## config.mk

```make
export PLATFORM = sky130hd
export DESIGN_NAME = fifo_ram
export DESIGN_NICKNAME = d
export VERILOG_FILES = /design/src/rtl/fifo_ram_pkg.sv /design/src/rtl/fifo_ram_mem.sv /design/src/rtl/fifo_ram.sv
export SDC_FILE = /design/constraint.sdc
export NUM_CORES = 1
export LEC_CHECK = 0
export CORE_MARGIN = 2
export CORE_UTILIZATION = 50
export DETAILED_ROUTE_END_ITERATION = 10
export PLACE_DENSITY_LB_ADDON = 0.3
export REMOVE_ABC_BUFFERS = 1
export SYNTH_ARGS = -nofsm -noshare
export SYNTH_HDL_FRONTEND = slang
export SYNTH_SLANG_ARGS = --single-unit
export TNS_END_PERCENT = 1
```

## constraint.sdc

```tcl
create_clock -name Clock -period 7 [get_ports Clock]
set_clock_uncertainty 0.2 [all_clocks]
set_input_delay 0.7 -clock Clock [delete_from_list [all_inputs] [get_ports Clock]]
set_output_delay 0.7 -clock Clock [all_outputs]
set_load 0.02 [all_outputs]
```

## src/rtl/fifo_ram_pkg.sv

```systemverilog
// Shared sizing helpers for frontend FIFO buffers: clog2 plus derived pointer/count widths.
package fifo_ram_pkg;

   localparam int unsigned DefaultWidth     = 32;
   localparam int unsigned DefaultBuffering = 2;

   function automatic int unsigned clog2(input int unsigned n);
      int unsigned r;
      longint unsigned v;
      r = 0;
      v = 1;
      while (v < longint'(n)) begin
         v = v << 1;
         r = r + 1;
      end
      return r;
   endfunction

   // Pointer width never drops below one bit, even for a single-entry buffer.
   function automatic int unsigned ptr_width(input int unsigned depth);
      return (clog2(depth) == 0) ? 1 : clog2(depth);
   endfunction

   function automatic int unsigned cnt_width(input int unsigned depth);
      return clog2(depth + 1);
   endfunction

endpackage

```

## src/rtl/fifo_ram_mem.sv

```systemverilog
// Storage array: synchronous write, asynchronous read, suited to distributed RAM.
module fifo_ram_mem
   import fifo_ram_pkg::*;
#(
   parameter int unsigned Width = DefaultWidth,
   parameter int unsigned Depth = DefaultBuffering,
   parameter int unsigned AddrW = ptr_width(Depth)
) (
   input  logic             clk_i,
   input  logic             we_i,
   input  logic [AddrW-1:0] waddr_i,
   input  logic [Width-1:0] wdata_i,
   input  logic [AddrW-1:0] raddr_i,
   output logic [Width-1:0] rdata_o
);

   logic [Width-1:0] mem_q [Depth];

   // Contents are deliberately not reset; validity is tracked by the occupancy count.
   always_ff @(posedge clk_i) begin
      if (we_i) begin
         mem_q[waddr_i] <= wdata_i;
      end
   end

   assign rdata_o = mem_q[raddr_i];

endmodule

```

## src/rtl/fifo_ram.sv

```systemverilog
// First-word-fall-through FIFO: pointers, occupancy counter and valid/accept handshake.
module fifo_ram
   import fifo_ram_pkg::*;
#(
   parameter int unsigned Width     = DefaultWidth,
   parameter int unsigned Buffering = DefaultBuffering
) (
   input  logic             Clock,
   input  logic             Reset,
   input  logic [Width-1:0] InData,
   input  logic             InValid,
   output logic             InAccept,
   output logic [Width-1:0] OutData,
   output logic             OutSend,
   input  logic             OutReady
);

   localparam int unsigned PtrW = ptr_width(Buffering);
   localparam int unsigned CntW = cnt_width(Buffering);
   localparam logic [PtrW-1:0] LastPtr = PtrW'(Buffering - 1);
   localparam logic [CntW-1:0] FullCnt = CntW'(Buffering);

   logic [PtrW-1:0] wr_ptr_q, wr_ptr_d;
   logic [PtrW-1:0] rd_ptr_q, rd_ptr_d;
   logic [CntW-1:0] count_q, count_d;
   logic            accept_q, accept_d;
   logic            send_q, send_d;
   logic            push, pop;

   // Handshake flags are registered copies of the next count, so they depend on state only.
   always_comb begin
      push     = InValid && accept_q;
      pop      = send_q && OutReady;
      wr_ptr_d = wr_ptr_q;
      rd_ptr_d = rd_ptr_q;
      count_d  = count_q;

      if (push) begin
         wr_ptr_d = (wr_ptr_q == LastPtr) ? '0 : wr_ptr_q + PtrW'(1);
      end
      if (pop) begin
         rd_ptr_d = (rd_ptr_q == LastPtr) ? '0 : rd_ptr_q + PtrW'(1);
      end
      if (push && !pop) begin
         count_d = count_q + CntW'(1);
      end else if (pop && !push) begin
         count_d = count_q - CntW'(1);
      end

      accept_d = (count_d != FullCnt);
      send_d   = (count_d != '0);
   end

   always_ff @(posedge Clock or posedge Reset) begin
      if (Reset) begin
         wr_ptr_q <= '0;
         rd_ptr_q <= '0;
         count_q  <= '0;
         accept_q <= 1'b1;
         send_q   <= 1'b0;
      end else begin
         wr_ptr_q <= wr_ptr_d;
         rd_ptr_q <= rd_ptr_d;
         count_q  <= count_d;
         accept_q <= accept_d;
         send_q   <= send_d;
      end
   end

   assign InAccept = accept_q;
   assign OutSend  = send_q;

   fifo_ram_mem #(
      .Width (Width),
      .Depth (Buffering),
      .AddrW (PtrW)
   ) u_mem (
      .clk_i   (Clock),
      .we_i    (push),
      .waddr_i (wr_ptr_q),
      .wdata_i (InData),
      .raddr_i (rd_ptr_q),
      .rdata_o (OutData)
   );

endmodule

```

==> parameters.txt <==
Parameter                              Value

Power and ir drop
  Total power    1.40 mW
  Power density cells    395 mW/mm^2
  Standby leakage power    1.21 nW
  Max IR drop VDD    225 uV

Placed design
  Pre-CTS setup slack    4.23 ns
  Dpl cells    265
  IO Port Bufs    69
  Final Wtd Congestion    0.667
  Dpl hpwl    3060 um

STA
  Total setup violations reported at the end of the flow    0
  Relative slew margins    38.3%
  Unrepaired setup endpoints after global routing    false
  Setup WS post-layout    4.11 ns
  Total count of hold-check failures in the final report    0
  Post-layout minimum cycle time    2.89 ns
  Number of pins with negative max-slew slack in the final report    0
  Period utilisation layout    41.2%
  Slew at the pin closest to its max-slew limit    0.924 ns
  Total negative slack for setup checks    0 ns
  Peak clock frequency supported by timing    346 MHz

Worst setup path
  Critical path data arrival time    1.99 ns
  Setup crit start kind    flop
  Maximum single-stage delay on the critical path    0.55 ns
  Cell type of the slowest stage on the worst timing path    clkdlybuf4s50_1
  Crit Path Max Fanout    33
  Critical path, cell by cell    buf_4 -> mux2_2 -> clkdlybuf4s50_1
  Critical Path Sink Type    output pin
  Start-to-end type of the worst setup path    reg -> out
  Data required, critical path    6.10 ns

Route
  Routed Antenna Nets    0
  DRC violation count after routing    0
  Via count of the routed design    1416
  Average wire per standard cell    16.2 um
  Detailed router's first-iteration violation count    63
  Detail-routed via count per cell    5.08
  DR pass1 iterations    4
  Final wirelength    4530 um

GRT
  Number of antenna violations at the first check in global routing    0
  Maximum number of pins on one net before global-route repair    34
  Gr ovfl total    0
  Vias in the first global route    1439
  Overall Global Routing Usage    16.5%
  First-pass GRT wire length    7270 um

Cells and area
  Post-layout nets    242
  Leading cell type in the layout, fill and taps excluded    clkdlybuf4s50_1
  Area growth syn-to-layout    34.0%
  Final std cells w/o fill    279
  Number of inserted diodes    0
  Fin util    69.1%
  Share of cells above drive strength 1    23.9%
  Most frequent cells in the layout    clkdlybuf4s50_1, edfxtp_1, mux2_2

CTS
  Hold-fix buffer count after cts    0
  TritonCTS clock tree    yes
  Sinks on the clock net    70
  Count of instances resized after the clock tree is built    0
  Number of buffers on the longest clock path    2
  Cts bufs inserted    9
  Clk_lat worst skew    0.32 ns
  Buffers inserted by post-CTS timing repair    0
  H-tree depth    3
  Library cell used as clock root buffer    clkbuf_8
  Clk slew on worst S/H paths    0.06 ns

Worst hold path
  Worst hold-check path type    reg -> reg

Yosys
  Post-Syn Area    0.00263 mm^2
  Unique cell type count in the Yosys netlist    20
  Synth Instances    129
  Post-synthesis register bit count    70
  Leading post-synthesis cells by cell area    edfxtp_1, mux2_2, dfrtp_1
  Proportion of netlist area held by the largest area contributor    73.0%
  Warnings, synthesis    0
  Dominant cell type by area after synthesis    edfxtp_1
  Average cell area after synthesis    20.4 um^2
  Sequential area share after synthesis    78.8%

Floorplan
  Number of top-level pins    70
  Site Rows    26
  Die span in x    76.6 um
  Height of the die    76.6 um
  Placeable core area    0.00511 mm^2
  Initial Util    51.5%
  Die outline area    0.00586 mm^2

Status
  Result of the run    finished clean

Job
  Max cap viols    0
==> critical path: cells and delay by family (launching register included) <==
| family | cells | cell delay, ns |
|---|---|---|
| flip-flops | 1 | 0.32 |
| buffers and inverters | 2 | 0.94 |
| multiplexers | 1 | 0.39 |
==> path summary, 6_finish.rpt <==
kind	cells past startpoint	startpoint	end	slack [ns]
min reg2reg	1	wr_ptr_q	wr_ptr_q	0.37
min	1	wr_ptr_q	wr_ptr_q	0.37
max reg2reg	2	InAccept	u_mem.mem_q[1][5]	4.96
min in group asynchronous	2	Reset	OutSend	0.40
max in group asynchronous	2	Reset	InAccept	5.93
max	3	rd_ptr_q	OutData[23]	4.11
==> cell usage after synthesis, drive strengths merged <==
library cell,count
nor2,2
nor3b,2
dfrtp,5
and3,2
mux2i,1
xor2,1
nand3,1
mux2,32
and2,1
edfxtp,64
buf,5
inv,1
nand2,2
a211oi,2
a21o,1
xnor2,4
nor3,2
dfstp,1
==> metal layers <==
| metal | routed length (um) | vias to the layer above | track usage (%) |
|---|---|---|---|
| met5 | 0 | - | 0 |
| met4 | 86 | 0 | 8.73 |
| met3 | 213 | 9 | 4.50 |
| met2 | 2290 | 56 | 26.0 |
| met1 | 1940 | 700 | 21.1 |
| li1 | - | 651 | - |
==> layout make-up <==
type | instances | area (um^2)
fillers | 351 | 1580
well taps | 70 | 87.6
multi-input cells | 53 | 513
clock inverters | 3 | 13.8
repair buffers | 71 | 706
flip-flops and latches | 70 | 2070
clock buffers | 11 | 131
inverters | 1 | 3.75
==> report_power, final <==
| group | switching [mW] | internal [mW] | leakage [nW] |
|---|---|---|---|
| registers | 0.0356 | 0.567 | 0.662 |
| logic | 0.272 | 0.271 | 0.469 |
| clock network | 0.127 | 0.122 | 0.0765 |
==> flip-flops by register name, summed over array words and instances (netlist names) <==
signal	flops
count_q	2
wr_ptr_q	1
rd_ptr_q	1
OutSend	1
InAccept	1
u_mem.mem_q	64
==> metrics by stage <==
step	hold slack [ns]	instance area [um^2]
2_1_floorplan	0.260	2580
3_5_place_dp	0.367	3380
3_3_place_gp	0.333	3380
4_1_cts	0.377	3530
6_report	0.373	3530
5_1_grt	0.393	3530
==> kinds of logic (layout without fill, tap and decap cells) <==
| logic type | after synthesis | count (layout) | synth area share, % |
|---|---|---|---|
| AO/OA/AOI/OAI | 3 | 3 | 0.903 |
| buffers and inverters | 6 | 86 | 2.04 |
| XOR/XNOR | 5 | 5 | 1.66 |
| flip-flops | 70 | 70 | 78.8 |
| multiplexers | 33 | 33 | 14.1 |
| AND/OR/NAND/NOR | 12 | 12 | 2.57 |
(Power assumes the default switching activity.)
